==> src/rtl/router_nport.sv <==
// router_nport -- N-port bit-serial packet router.
// Each input shifts in an ADDR_W-bit destination address (LSB first). It then requests
// that output and, once granted, forwards its payload to it with one cycle of latency.
// Each output has an arbiter. The winner keeps ownership of the output until its frame drops.
//
// Build option: define ROUTER_RR_EN to select round-robin arbitration per output.
// When it is undefined, arbitration is fixed priority (the lowest input index wins) and
// no round-robin pointers exist.
//
// Input FSM states:
//   state  | meaning
//   S_IDLE | waiting for frame; the first frame cycle carries address bit 0
//   S_ADDR | shifting in the remaining address bits
//   S_REQ  | address valid, requesting output r_addr
//   S_FWD  | owns output r_addr, copying frame/valid/data through
//   S_DROP | address out of range, discarding until the frame drops
module router_nport #(
  parameter int N_PORTS = 4
) (
  input  logic               clk,
  input  logic               reset_n,
  input  logic [N_PORTS-1:0] i_frame,
  input  logic [N_PORTS-1:0] i_valid,
  input  logic [N_PORTS-1:0] i_data,
  output logic [N_PORTS-1:0] o_grant,
  output logic [N_PORTS-1:0] o_frame,
  output logic [N_PORTS-1:0] o_valid,
  output logic [N_PORTS-1:0] o_data
);

  localparam int ADDR_W = (N_PORTS > 2) ? $clog2(N_PORTS) : 1;

  typedef enum logic [2:0] {
    S_IDLE = 3'd0,
    S_ADDR = 3'd1,
    S_REQ  = 3'd2,
    S_FWD  = 3'd3,
    S_DROP = 3'd4
  } state_t;

  // per-input state
  state_t            r_state     [N_PORTS];
  state_t            w_state_nxt [N_PORTS];
  logic [ADDR_W-1:0] r_addr      [N_PORTS];
  logic [ADDR_W-1:0] r_bitcnt    [N_PORTS];
  logic [ADDR_W-1:0] w_addr_new  [N_PORTS];
  logic [N_PORTS-1:0] w_addr_last;
  logic [N_PORTS-1:0] w_addr_ok;
  logic [N_PORTS-1:0] w_won;
  logic [N_PORTS-1:0] r_grant;

  // per-output arbitration and ownership; w_req[j][i] means input i requests output j
  logic [N_PORTS-1:0] w_req       [N_PORTS];
  logic [N_PORTS-1:0] w_win_vld;
  logic [ADDR_W-1:0]  w_win_idx   [N_PORTS];
  logic [N_PORTS-1:0] r_owned;
  logic [ADDR_W-1:0]  r_owner     [N_PORTS];
  int                 w_base;
`ifdef ROUTER_RR_EN
  logic [ADDR_W-1:0]  r_ptr       [N_PORTS];
`endif

  // registered output lanes
  logic [N_PORTS-1:0] r_frame;
  logic [N_PORTS-1:0] r_valid;
  logic [N_PORTS-1:0] r_data;

  function automatic int cand(input int base, input int off);
    return (base + off) % N_PORTS;
  endfunction

  // Insert this cycle's data bit into the address and flag the last address bit.
  always_comb begin
    for (int i = 0; i < N_PORTS; i++) begin
      w_addr_new[i]  = '0;
      w_addr_last[i] = 1'b0;
      if (r_state[i] == S_IDLE) begin
        w_addr_new[i][0] = i_data[i];
        w_addr_last[i]   = (ADDR_W == 1);
      end else begin
        w_addr_new[i]              = r_addr[i];
        w_addr_new[i][r_bitcnt[i]] = i_data[i];
        w_addr_last[i]             = (r_bitcnt[i] == ADDR_W'(ADDR_W - 1));
      end
      w_addr_ok[i] = (int'(w_addr_new[i]) < N_PORTS);
    end
  end

  // Request matrix: an input requests only while in REQ with its frame still high.
  always_comb begin
    for (int j = 0; j < N_PORTS; j++) begin
      w_req[j] = '0;
      for (int i = 0; i < N_PORTS; i++) begin
        w_req[j][i] = (r_state[i] == S_REQ) && i_frame[i] && (r_addr[i] == ADDR_W'(j));
      end
    end
  end

  // Per-output arbiter; an output owned before this edge takes no new winner.
  always_comb begin
    w_base = 0;
    for (int j = 0; j < N_PORTS; j++) begin
      w_win_vld[j] = 1'b0;
      w_win_idx[j] = '0;
`ifdef ROUTER_RR_EN
      w_base = int'(r_ptr[j]);
`else
      w_base = 0;
`endif
      if (!r_owned[j]) begin
        for (int off = 0; off < N_PORTS; off++) begin
          if (!w_win_vld[j] && w_req[j][cand(w_base, off)]) begin
            w_win_vld[j] = 1'b1;
            w_win_idx[j] = ADDR_W'(cand(w_base, off));
          end
        end
      end
    end
  end

  // Fold the per-output winners back onto the inputs.
  always_comb begin
    for (int i = 0; i < N_PORTS; i++) begin
      w_won[i] = 1'b0;
      for (int j = 0; j < N_PORTS; j++) begin
        if (w_win_vld[j] && (w_win_idx[j] == ADDR_W'(i))) begin
          w_won[i] = 1'b1;
        end
      end
    end
  end

  // Input FSM next-state logic.
  always_comb begin
    for (int i = 0; i < N_PORTS; i++) begin
      w_state_nxt[i] = r_state[i];
      case (r_state[i])
        S_IDLE: begin
          if (i_frame[i]) begin
            if (!w_addr_last[i])    w_state_nxt[i] = S_ADDR;
            else if (w_addr_ok[i])  w_state_nxt[i] = S_REQ;
            else                    w_state_nxt[i] = S_DROP;
          end
        end
        S_ADDR: begin
          if (!i_frame[i])          w_state_nxt[i] = S_IDLE;
          else if (w_addr_last[i])  w_state_nxt[i] = w_addr_ok[i] ? S_REQ : S_DROP;
        end
        S_REQ: begin
          if (!i_frame[i])          w_state_nxt[i] = S_IDLE;
          else if (w_won[i])        w_state_nxt[i] = S_FWD;
        end
        S_FWD, S_DROP: begin
          if (!i_frame[i])          w_state_nxt[i] = S_IDLE;
        end
        default:                    w_state_nxt[i] = S_IDLE;
      endcase
    end
  end

  // Input FSM state register.
  always_ff @(posedge clk) begin
    for (int i = 0; i < N_PORTS; i++) begin
      if (!reset_n) r_state[i] <= S_IDLE;
      else          r_state[i] <= w_state_nxt[i];
    end
  end

  // Address shift register, saturating bit counter and per-input grant.
  always_ff @(posedge clk) begin
    for (int i = 0; i < N_PORTS; i++) begin
      if (!reset_n) begin
        r_addr[i]   <= '0;
        r_bitcnt[i] <= '0;
        r_grant[i]  <= 1'b0;
      end else begin
        if (i_frame[i] && (r_state[i] == S_IDLE)) begin
          r_addr[i]   <= w_addr_new[i];
          r_bitcnt[i] <= (ADDR_W > 1) ? ADDR_W'(1) : '0;
        end else if (i_frame[i] && (r_state[i] == S_ADDR)) begin
          r_addr[i] <= w_addr_new[i];
          if (!w_addr_last[i]) r_bitcnt[i] <= r_bitcnt[i] + 1'b1;
        end
        r_grant[i] <= (w_state_nxt[i] == S_FWD);
      end
    end
  end

  // Output ownership: release when the owner's frame drops, otherwise accept a winner.
  always_ff @(posedge clk) begin
    for (int j = 0; j < N_PORTS; j++) begin
      if (!reset_n) begin
        r_owned[j] <= 1'b0;
        r_owner[j] <= '0;
`ifdef ROUTER_RR_EN
        r_ptr[j]   <= '0;
`endif
      end else if (r_owned[j]) begin
        if (!i_frame[r_owner[j]]) r_owned[j] <= 1'b0;
      end else if (w_win_vld[j]) begin
        r_owned[j] <= 1'b1;
        r_owner[j] <= w_win_idx[j];
`ifdef ROUTER_RR_EN
        r_ptr[j]   <= ADDR_W'((int'(w_win_idx[j]) + 1) % N_PORTS);
`endif
      end
    end
  end

  // Registered payload copy from the owning input; lanes go idle when the frame drops.
  always_ff @(posedge clk) begin
    for (int j = 0; j < N_PORTS; j++) begin
      if (!reset_n) begin
        r_frame[j] <= 1'b0;
        r_valid[j] <= 1'b0;
        r_data[j]  <= 1'b0;
      end else if (r_owned[j] && i_frame[r_owner[j]]) begin
        r_frame[j] <= 1'b1;
        r_valid[j] <= i_valid[r_owner[j]];
        r_data[j]  <= i_data[r_owner[j]];
      end else begin
        r_frame[j] <= 1'b0;
        r_valid[j] <= 1'b0;
        r_data[j]  <= 1'b0;
      end
    end
  end

  assign o_grant = r_grant;
  assign o_frame = r_frame;
  assign o_valid = r_valid;
  assign o_data  = r_data;

endmodule
==> config.mk <==
export PLATFORM = sky130hd
export DESIGN_NAME = router_nport
export DESIGN_NICKNAME = d
export VERILOG_FILES = /design/src/rtl/router_nport.sv
export SDC_FILE = /design/constraint.sdc
export NUM_CORES = 1
export LEC_CHECK = 0
export ABC_AREA = 1
export CORE_AREA = 10 10 108 101
export DETAILED_ROUTE_END_ITERATION = 12
export DIE_AREA = 0 0 118 111
export PLACE_DENSITY = 0.69
export SLEW_MARGIN = 20
export SYNTH_ARGS = -nofsm -noshare
export SYNTH_HDL_FRONTEND = slang
export SYNTH_SLANG_ARGS = --single-unit
==> constraint.sdc <==
create_clock -name clk -period 1.9 [get_ports clk]
set_clock_uncertainty 0.1 [all_clocks]
set_input_delay 0.19 -clock clk [delete_from_list [all_inputs] [get_ports clk]]
set_output_delay 0.19 -clock clk [all_outputs]
set_load 0.05 [all_outputs]
# Word level (Yosys, flattened, before mapping)
# Memory sizes are Yosys's and may differ from the RTL's.
# Cells that the tools add are included.
# word_totals
rom_bits	0
mem_count	4
in_bits	14
out_inout_bits	16
latch_bits	0
wordCells	445
regBits	20
mem_bits_rw	36
# op_classes
multipliers	0
add_sub_neg	4
reduce_logical	96
eq_ne	48
n_shift	0
div	0
n_bitwise	24
order_cmp	12
muxes	246
# mem_list
memory	words	width	read_ports	rd_ports_with_merged_regs	write_ports	line_no	rtl
r_state	4	3	4	0	4	42	state_t r_state [N_PORTS];
r_addr	4	2	4	0	4	44	logic [ADDR_W-1:0] r_addr [N_PORTS];
r_bitcnt	4	2	4	0	4	45	logic [ADDR_W-1:0] r_bitcnt [N_PORTS];
r_owner	4	2	4	0	4	57	logic [ADDR_W-1:0] r_owner [N_PORTS];
# op_table
cell	n
1-bit 2-to-1 mux	158
3-bit 2-to-1 mux	28
2-bit 2-to-1 mux	36
1-bit logical AND	64
3-bit one-hot mux with 4 select lines	4
3-bit by 2-bit == test with 1-bit output, second input constant	12
2-bit == test, second input constant	16
1-bit binary-select mux with 2-bit select	12
2-bit by 1-bit == test with 1-bit output, second input constant	12
1-bit bitwise OR	24
2-bit zero test	8
3-bit by 1-bit == test with 1-bit output, second input constant	4
3-bit == test, second input constant	4
1-bit zero test	12
3-bit zero test	4
2-bit by 3-bit < comparator with 1-bit output, second input constant	4
2-bit by 1-bit adder with 2-bit output, second input constant	4
2-bit bitwise mux	4
2-bit by 1-bit greater-or-equal comparator with 1-bit output, second input constant	4
2-bit < comparator, second input constant	4
2-bit AND reduction	4
2-bit OR reduction	4
1-bit demux with 1-bit select	4

# Longest topological paths before layout
# Gate-level depths: netlist of the first run.
# An unclocked memory read counts as a cell.
# logic_depth
ltp_word	28
depth_mapped	13
ltp_nobuf	13

# Worst setup path after synthesis of the first run
# No wires, ideal clock.
# synth_path
kind	flip-flop to flip-flop
startpoint	mem r_addr[0][0] (netlist bit)
endpoint	mem r_owner[1][2] (netlist bit), enable pin
setup_ps	253
t_arrival_ps	1130
n_path_buf	0
path_stages_with_launch	7
setup_slack_ps	417
t_required_ps	1547
synth_period_minus_slack_ps	1483
path_cell_list	edfxtp_1 nand2_1 nand3b_4 nand2_1 inv_1 a21oi_1 or2_2
# synth_lines
item	line_no
start, declared	44
end, declared	57

# Final worst setup path of the first run
# layout_path
startpoint	reg r_data[2], in the netlist o_data[2]
endpoint	out o_data[2]
# layout_lines
item	line_no	rtl
start, declared	66	logic [N_PORTS-1:0] r_data;
start signal, assigned by index	220	r_data[j] <= i_data[r_owner[j]];
end, declared	28	output logic [N_PORTS-1:0] o_data
# No word-level cell between the ends.

==> impl_metrics.csv, run 1 <==
group,metric,value,unit
worst_setup_path,cp-end-kind,"output port",
timing,whs,427,ps
timing,relSlewSlack,65.9,%
worst_setup_path,cp_cell_sequence,"clkdlybuf4s50_1",
timing,fmax,0.573,GHz
power,p_leak,1.86,nW
global_routing,grt_pass1_wl,12900,um
synth,syn_inst,460,
cts,cts_tree,"built",
final_layout,multi_input_area,0.00162,sq mm
detailed_routing,drt-wirelength-per-cell,11.9,um
cts,htreeDepth,2,
timing,fin_crit_sh,91.8,%
synth,synth_area_leader_cell,"edfxtp_1",
detailed_routing,postRouteAntennaNets,0,
placed_design,place_ws,26.0,ps
power,pwr-share-clk,29.2,%
worst_setup_path,cp_slowest_cell,"clkdlybuf4s50_1",
detailed_routing,drt_iter0_markers,99,
power,swShare,29.1,%
global_routing,antenna_found_initial,0,
detailed_routing,wirelength,7360,um
floorplanning,ios,30,
power,pwr-share-comb,14.3,%
detailed_routing,viasPerCell,4.80,
floorplanning,dieHeight,111,um
synth,synthArstFlopShare,0,%
floorplanning,rows,33,
detailed_routing,drc,0,
synth,synth-seq-cells,56,
worst_setup_path,crit_fanout,1,
placed_design,portBuffers,29,
global_routing,grt_overflow,0,
timing,fin_crit,1740,ps
cts,hold_buffers,0,
synth,synth_edf_count,24,
timing,worstMarginPinSlew,509,ps
timing,setup_viol,0,
power,p_seq_share,56.5,%
final_layout,area_delta_synth_final,16.8,%
cts,clk_latency,320,ps
synth,synth_xor_area_share,0,%
cts,cts_buffers,5,
final_layout,stdcell_count,619,
final_layout,utilization,44.9,%
floorplanning,die_area,0.0131,sq mm
cts,clockBufferDepth,2,
run_status,status,"finished, final reports clean",
final_layout,antenna_cells,0,
placed_design,dpl.cell_count,611,
power,power.internal,0.00171,W
synth,ys_types,36,
detailed_routing,firstDrtPassIters,7,
cts,ctsResizeCount,0,
detailed_routing,route.vias.total,2972,
synth,synthMuxAreaShare,0,%
synth,syn_area,0.00337,sq mm
power,power.density,612,mW/mm^2
synth,synth_nets,482,
synth,syn_avg_cell_area,7.32,sq um
synth,synth_compound_area_share,13.7,%
synth,synthTopCellsByArea,"edfxtp_1 (21%), dfxtp_1 (19%), nand2_1 (9.5%)",
timing,final_hold_viol_count,0,
final_layout,drive_above_1_share,11.7,%
synth,synth_common_cells,"nand2_1 (85), inv_1 (81), nor2_1 (51)",
worst_setup_path,cp.arrival,1450,ps
cts,cts_root_buffer,"clkbuf_8",
final_layout,fillers,908,
worst_setup_path,worstSetupStartpointType,"flip-flop",
cts,post-cts-setup-buffer-count,0,
floorplanning,coreArea,0.00875,sq mm
worst_setup_path,crit_buf_inv,1,
global_routing,groute.usage.overall,11.7,%
global_routing,grt_pass1_vias,2828,
power,power.switching,0.000700,W
final_layout,fin_nets,518,
synth,ys_seq_area_share,40.4,%
synth,synth_fa_ha_area_share,2.97,%
synth,yosysWarnings,0,
timing,tns,0,ps
synth,synth_top_cell_area_share,21.4,%
floorplanning,initial_core_util,38.5,%
synth,synth_top_family_by_area,"simple AND/OR/NAND/NOR gates",
floorplanning,dieWidth,118,um
timing,slew_violations,0,
cts,clkSinkCount,56,
worst_hold_path,hold_path.class,"reg -> reg",
placed_design,place_congestion,0.983,
worst_setup_path,max_stage_delay,800,ps
worst_setup_path,cp_data_required_time,1610,ps
worst_setup_path,path_class,"reg -> out",
final_layout,seq_area,0.00136,sq mm
worst_setup_path,crit_family,"buffers and inverters",
timing,layout_setup_ws,156,ps
global_routing,grt_max_degree,29,
synth,synthFlopType,"dfxtp_1",
synth,yosysMostFrequentCell,"nand2_1",
placed_design,dp_hpwl,5880,um
timing,grt_setup_unrepaired,"no",
power,ir_worst_vdd,327,uV
cts,clk_pin_slew,110,ps
run,cap_viol_max_count,0,
synth,synthSimpleGateAreaFrac,31.3,%
## layer usage
layer	global-route usage (%)	wire (um)	share of wire (%)
met1	15.0	3610	49
met2	18.1	3210	44
met3	2.95	369	5.0
met4	5.19	176	2.4
met5	0	0	0
## layout by cell type, fill, tap and decap left out, types with 6 or more instances in the layout
cell type / Yosys / layout
nor2_1: 51 / 51
nor2_2: 7 / 7
buf_4: 0 / 9
nand2_1: 85 / 85
nand2_2: 6 / 6
a21oi_1: 38 / 38
edfxtp_1: 24 / 24
ha_1: 8 / 8
nand3_1: 26 / 26
nor3_1: 10 / 10
o21ai_0: 33 / 33
nand3_2: 8 / 8
o211ai_1: 7 / 7
dfxtp_1: 32 / 32
clkdlybuf4s50_1: 0 / 29
inv_1: 81 / 81
## worst paths after layout
kind,cells after the start,start,slack (ps),endpoint
worst min register to register,2,r_state[3][2],430,r_state[3][2]
worst max-delay path,1,o_data[2],160,o_data[2]
worst min-delay path,2,r_state[3][2],430,r_state[3][2]
worst max register to register,7,r_addr[2][0],290,r_owner[1][2]
## flip-flops by register name, indices dropped and copies added, names as in the netlist
name      count
o_frame       4
r_addr        8
r_state      12
r_owned       4
o_valid       4
r_bitcnt      8
o_data        4
r_owner       8
o_grant       4
## cell type report
type                       instances  share of cell area (%)
inverter                          90                    8.91
timing repair buffer              38                    9.10
clock buffer                       5                    1.75
sequential                        56                    34.6
tap                              122                    3.88
multi-input combinational        305                    41.1
clock inverter                     3                   0.637
## power groups by stage
stage,combinational [W],sequential (W),clock (W)
final,0.000344,0.00136,0.000703
after global routing,0.000399,0.00137,0.000771
after CTS,0.000345,0.00136,0.000722
after detailed placement,0.000343,0.00139,0
after global placement,0.000337,0.00139,0
after floorplan,0.000242,0.00137,0
## through the flow
stage	cell area (sq um)	total power [W]
final	3930	0.00241
after global routing	3930	0.00254
after CTS	3930	0.00243
after detailed placement	3840	0.00173
after global placement	3840	0.00172
after floorplan	3370	0.00162
## cells by family after synthesis
logic type      count (synthesis)
compound gates                 85
fa+ha+maj                       8
buf+inv                        99
flops                          56
simple gates                  212
Power figures use the tool's default switching activity.
==> inputs of run 2 (changes only) <==
--- a/config.mk
+++ b/config.mk
@@ -14,3 +14,4 @@
 export SYNTH_ARGS = -nofsm -noshare
 export SYNTH_HDL_FRONTEND = slang
 export SYNTH_SLANG_ARGS = --single-unit
+export TNS_END_PERCENT = 10
==> constraint.sdc (replaced) <==
create_clock -name clk -period 2 [get_ports clk]
set_clock_uncertainty 0.1 [all_clocks]
set_input_delay 0.2 -clock clk [delete_from_list [all_inputs] [get_ports clk]]
set_output_delay 0.2 -clock clk [all_outputs]
set_load 0.05 [all_outputs]
==> run 2 against run 1 <==
First-iteration DRC count rose by 81%. Critical path depth did not move. Hold slack worse by 5.9 ps. Final area fell by 0.25%. Sequential share of layout area increased by 0.088 points. Register-to-register slack better by 70 ps. Sequential power fell by 5%. Global-route usage is 0.47 points lower. Worst setup slack better by 97 ps. Clock power down 6.0%. Critical endpoint is now o_grant[0]. Largest cell class unchanged. Largest power group unchanged.
==> impl_metrics.csv, run 2 (synthesis results as in run 1) <==
group,metric,value,unit
run_status,status,"finished, final reports clean",
final_layout,utilization,44.8,%
placed_design,portBuffers,29,
final_layout,fin_nets,515,
detailed_routing,firstDrtPassIters,4,
final_layout,seq_area,0.00136,sq mm
detailed_routing,viasPerCell,4.71,
power,ir_worst_vdd,347,uV
timing,fin_crit_sh,87.3,%
floorplanning,dieHeight,111,um
floorplanning,rows,33,
worst_setup_path,worstSetupStartpointType,"flip-flop",
final_layout,multi_input_area,0.00162,sq mm
detailed_routing,drt_iter0_markers,179,
placed_design,dp_hpwl,5850,um
timing,grt_setup_unrepaired,"no",
power,p_leak,1.85,nW
detailed_routing,drt-wirelength-per-cell,11.9,um
cts,ctsResizeCount,0,
final_layout,drive_above_1_share,11.1,%
worst_hold_path,hold_depth,2,
global_routing,grt_pass1_wl,12600,um
worst_hold_path,hold_path.class,"reg -> reg",
worst_setup_path,max_stage_delay,800,ps
timing,slew_violations,0,
detailed_routing,drc,0,
cts,clockBufferDepth,2,
global_routing,antenna_found_initial,0,
timing,setup_viol,0,
floorplanning,initial_core_util,38.5,%
timing,relSlewSlack,61.1,%
power,power.density,582,mW/mm^2
worst_setup_path,crit_buf_inv,1,
final_layout,largest_reg_flops,12,
timing,fmax,0.572,GHz
worst_setup_path,path_class,"reg -> out",
final_layout,regMostFlops,"r_state",
worst_setup_path,cp_cell_sequence,"clkdlybuf4s50_1",
cts,post-cts-setup-buffer-count,0,
power,power.switching,0.000659,W
floorplanning,die_area,0.0131,sq mm
detailed_routing,route.vias.total,2899,
timing,final_hold_viol_count,0,
placed_design,place_ws,116,ps
global_routing,groute.usage.overall,11.2,%
worst_setup_path,reg2reg_depth,10,
placed_design,place_congestion,0.994,
final_layout,stdcell_count,616,
power,pwr-share-comb,14.3,%
worst_hold_path,hp-start,"r_state[3][2]",
worst_setup_path,crit_family,"buffers and inverters",
worst_setup_path,cp.arrival,1450,ps
cts,clk_latency,310,ps
worst_setup_path,r2r-start,"r_addr[1][0]",
timing,worstMarginPinSlew,584,ps
global_routing,grt_pass1_vias,2768,
placed_design,dpl.cell_count,608,
floorplanning,ios,30,
detailed_routing,wirelength,7350,um
timing,tns,0,ps
floorplanning,coreArea,0.00875,sq mm
final_layout,area_delta_synth_final,16.5,%
global_routing,grt_max_degree,29,
power,swShare,28.9,%
final_layout,final_common_cell,"nand2_1",
cts,clkSinkCount,56,
floorplanning,dieWidth,118,um
cts,hold_buffers,0,
timing,fin_crit,1750,ps
worst_setup_path,cp-end-kind,"output port",
run,cap_viol_max_count,0,
cts,cts_tree,"built",
global_routing,grt_overflow,0,
cts,htreeDepth,2,
timing,whs,421,ps
power,p_seq_share,56.7,%
timing,layout_setup_ws,253,ps
worst_setup_path,reg2reg_slack,360,ps
power,power.internal,0.00162,W
worst_setup_path,cp_data_required_time,1700,ps
final_layout,most-common-layout-cells,"nand2_1 (85), inv_1 (81), nor2_1 (51), a21oi_1 (38), o21ai_0 (33)",
worst_setup_path,cp_slowest_cell,"clkdlybuf4s50_1",
worst_setup_path,crit_fanout,1,
power,pwr-share-clk,29.0,%
cts,cts_root_buffer,"clkbuf_8",
worst_hold_path,hold_path_end,"r_state[3][2]",
cts,clk_pin_slew,110,ps
final_layout,antenna_cells,0,
cts,cts_buffers,5,
detailed_routing,postRouteAntennaNets,0,
worst_setup_path,regToRegEndpoint,"o_grant[2]",
final_layout,fillers,887,
-- run 2: cell count changes in the layout (fill, tap and decap cells not counted), sizes merged --
cell / delta
buf: -3
-- run 2: how the worst max path moves through the flow --
stage,startpoint,slack (ps),to,cells past startpoint
global placement,i_frame[3],160,o_grant[2],14
detailed placement,i_frame[3],120,r_owner[1][1],8
floorplan,r_addr[0][0],520,r_owner[1][2],6
CTS,o_grant[0],230,o_grant[0],1
global route,r_addr[2][0],160,r_owner[1][1],7
finish,o_grant[0],250,o_grant[0],1
-- run 2: cell type report --
cell class / instances / area share, %
clock buffer: 5 / 1.75
tap: 122 / 3.89
inverter: 90 / 8.93
sequential: 56 / 34.7
multi-input combinational: 305 / 41.2
clock inverter: 3 / 0.638
timing repair buffer: 35 / 8.87
-- run 2: power by group through the flow --
| stage | clock network (W) | registers, W | logic [W] |
|---|---|---|---|
| 2_1_floorplan | 0 | 0.00130 | 0.000230 |
| 3_3_place_gp | 0 | 0.00132 | 0.000319 |
| 3_5_place_dp | 0 | 0.00132 | 0.000326 |
| 4_1_cts | 0.000681 | 0.00129 | 0.000328 |
| 5_1_grt | 0.000720 | 0.00130 | 0.000378 |
| 6_report | 0.000661 | 0.00129 | 0.000327 |
-- run 2: through the flow --
step | area, sq um | total power [W]
2_1_floorplan | 3370 | 0.00153
3_3_place_gp | 3830 | 0.00164
3_5_place_dp | 3830 | 0.00165
4_1_cts | 3920 | 0.00230
5_1_grt | 3920 | 0.00240
6_report | 3920 | 0.00228
-- run 2: routing by layer --
metal	vias up	wire (um)	GRT usage [%]
li1	1559	-	-
met1	1293	3690	14.4
met2	43	3240	18.5
met3	4	343	2.60
met4	0	73	2.72
met5	-	0	0
-- run 2: worst reg2reg max path: stages (launching register included) --
cell and delay, ps:
edfxtp_1 500, nor2_1 220, nand3_4 120, inv_1 80
a21oi_1 60, nand2_1 100, nand2_1 60, nor2_2 120
nand3_1 90, nand2_1 60, inv_1 30
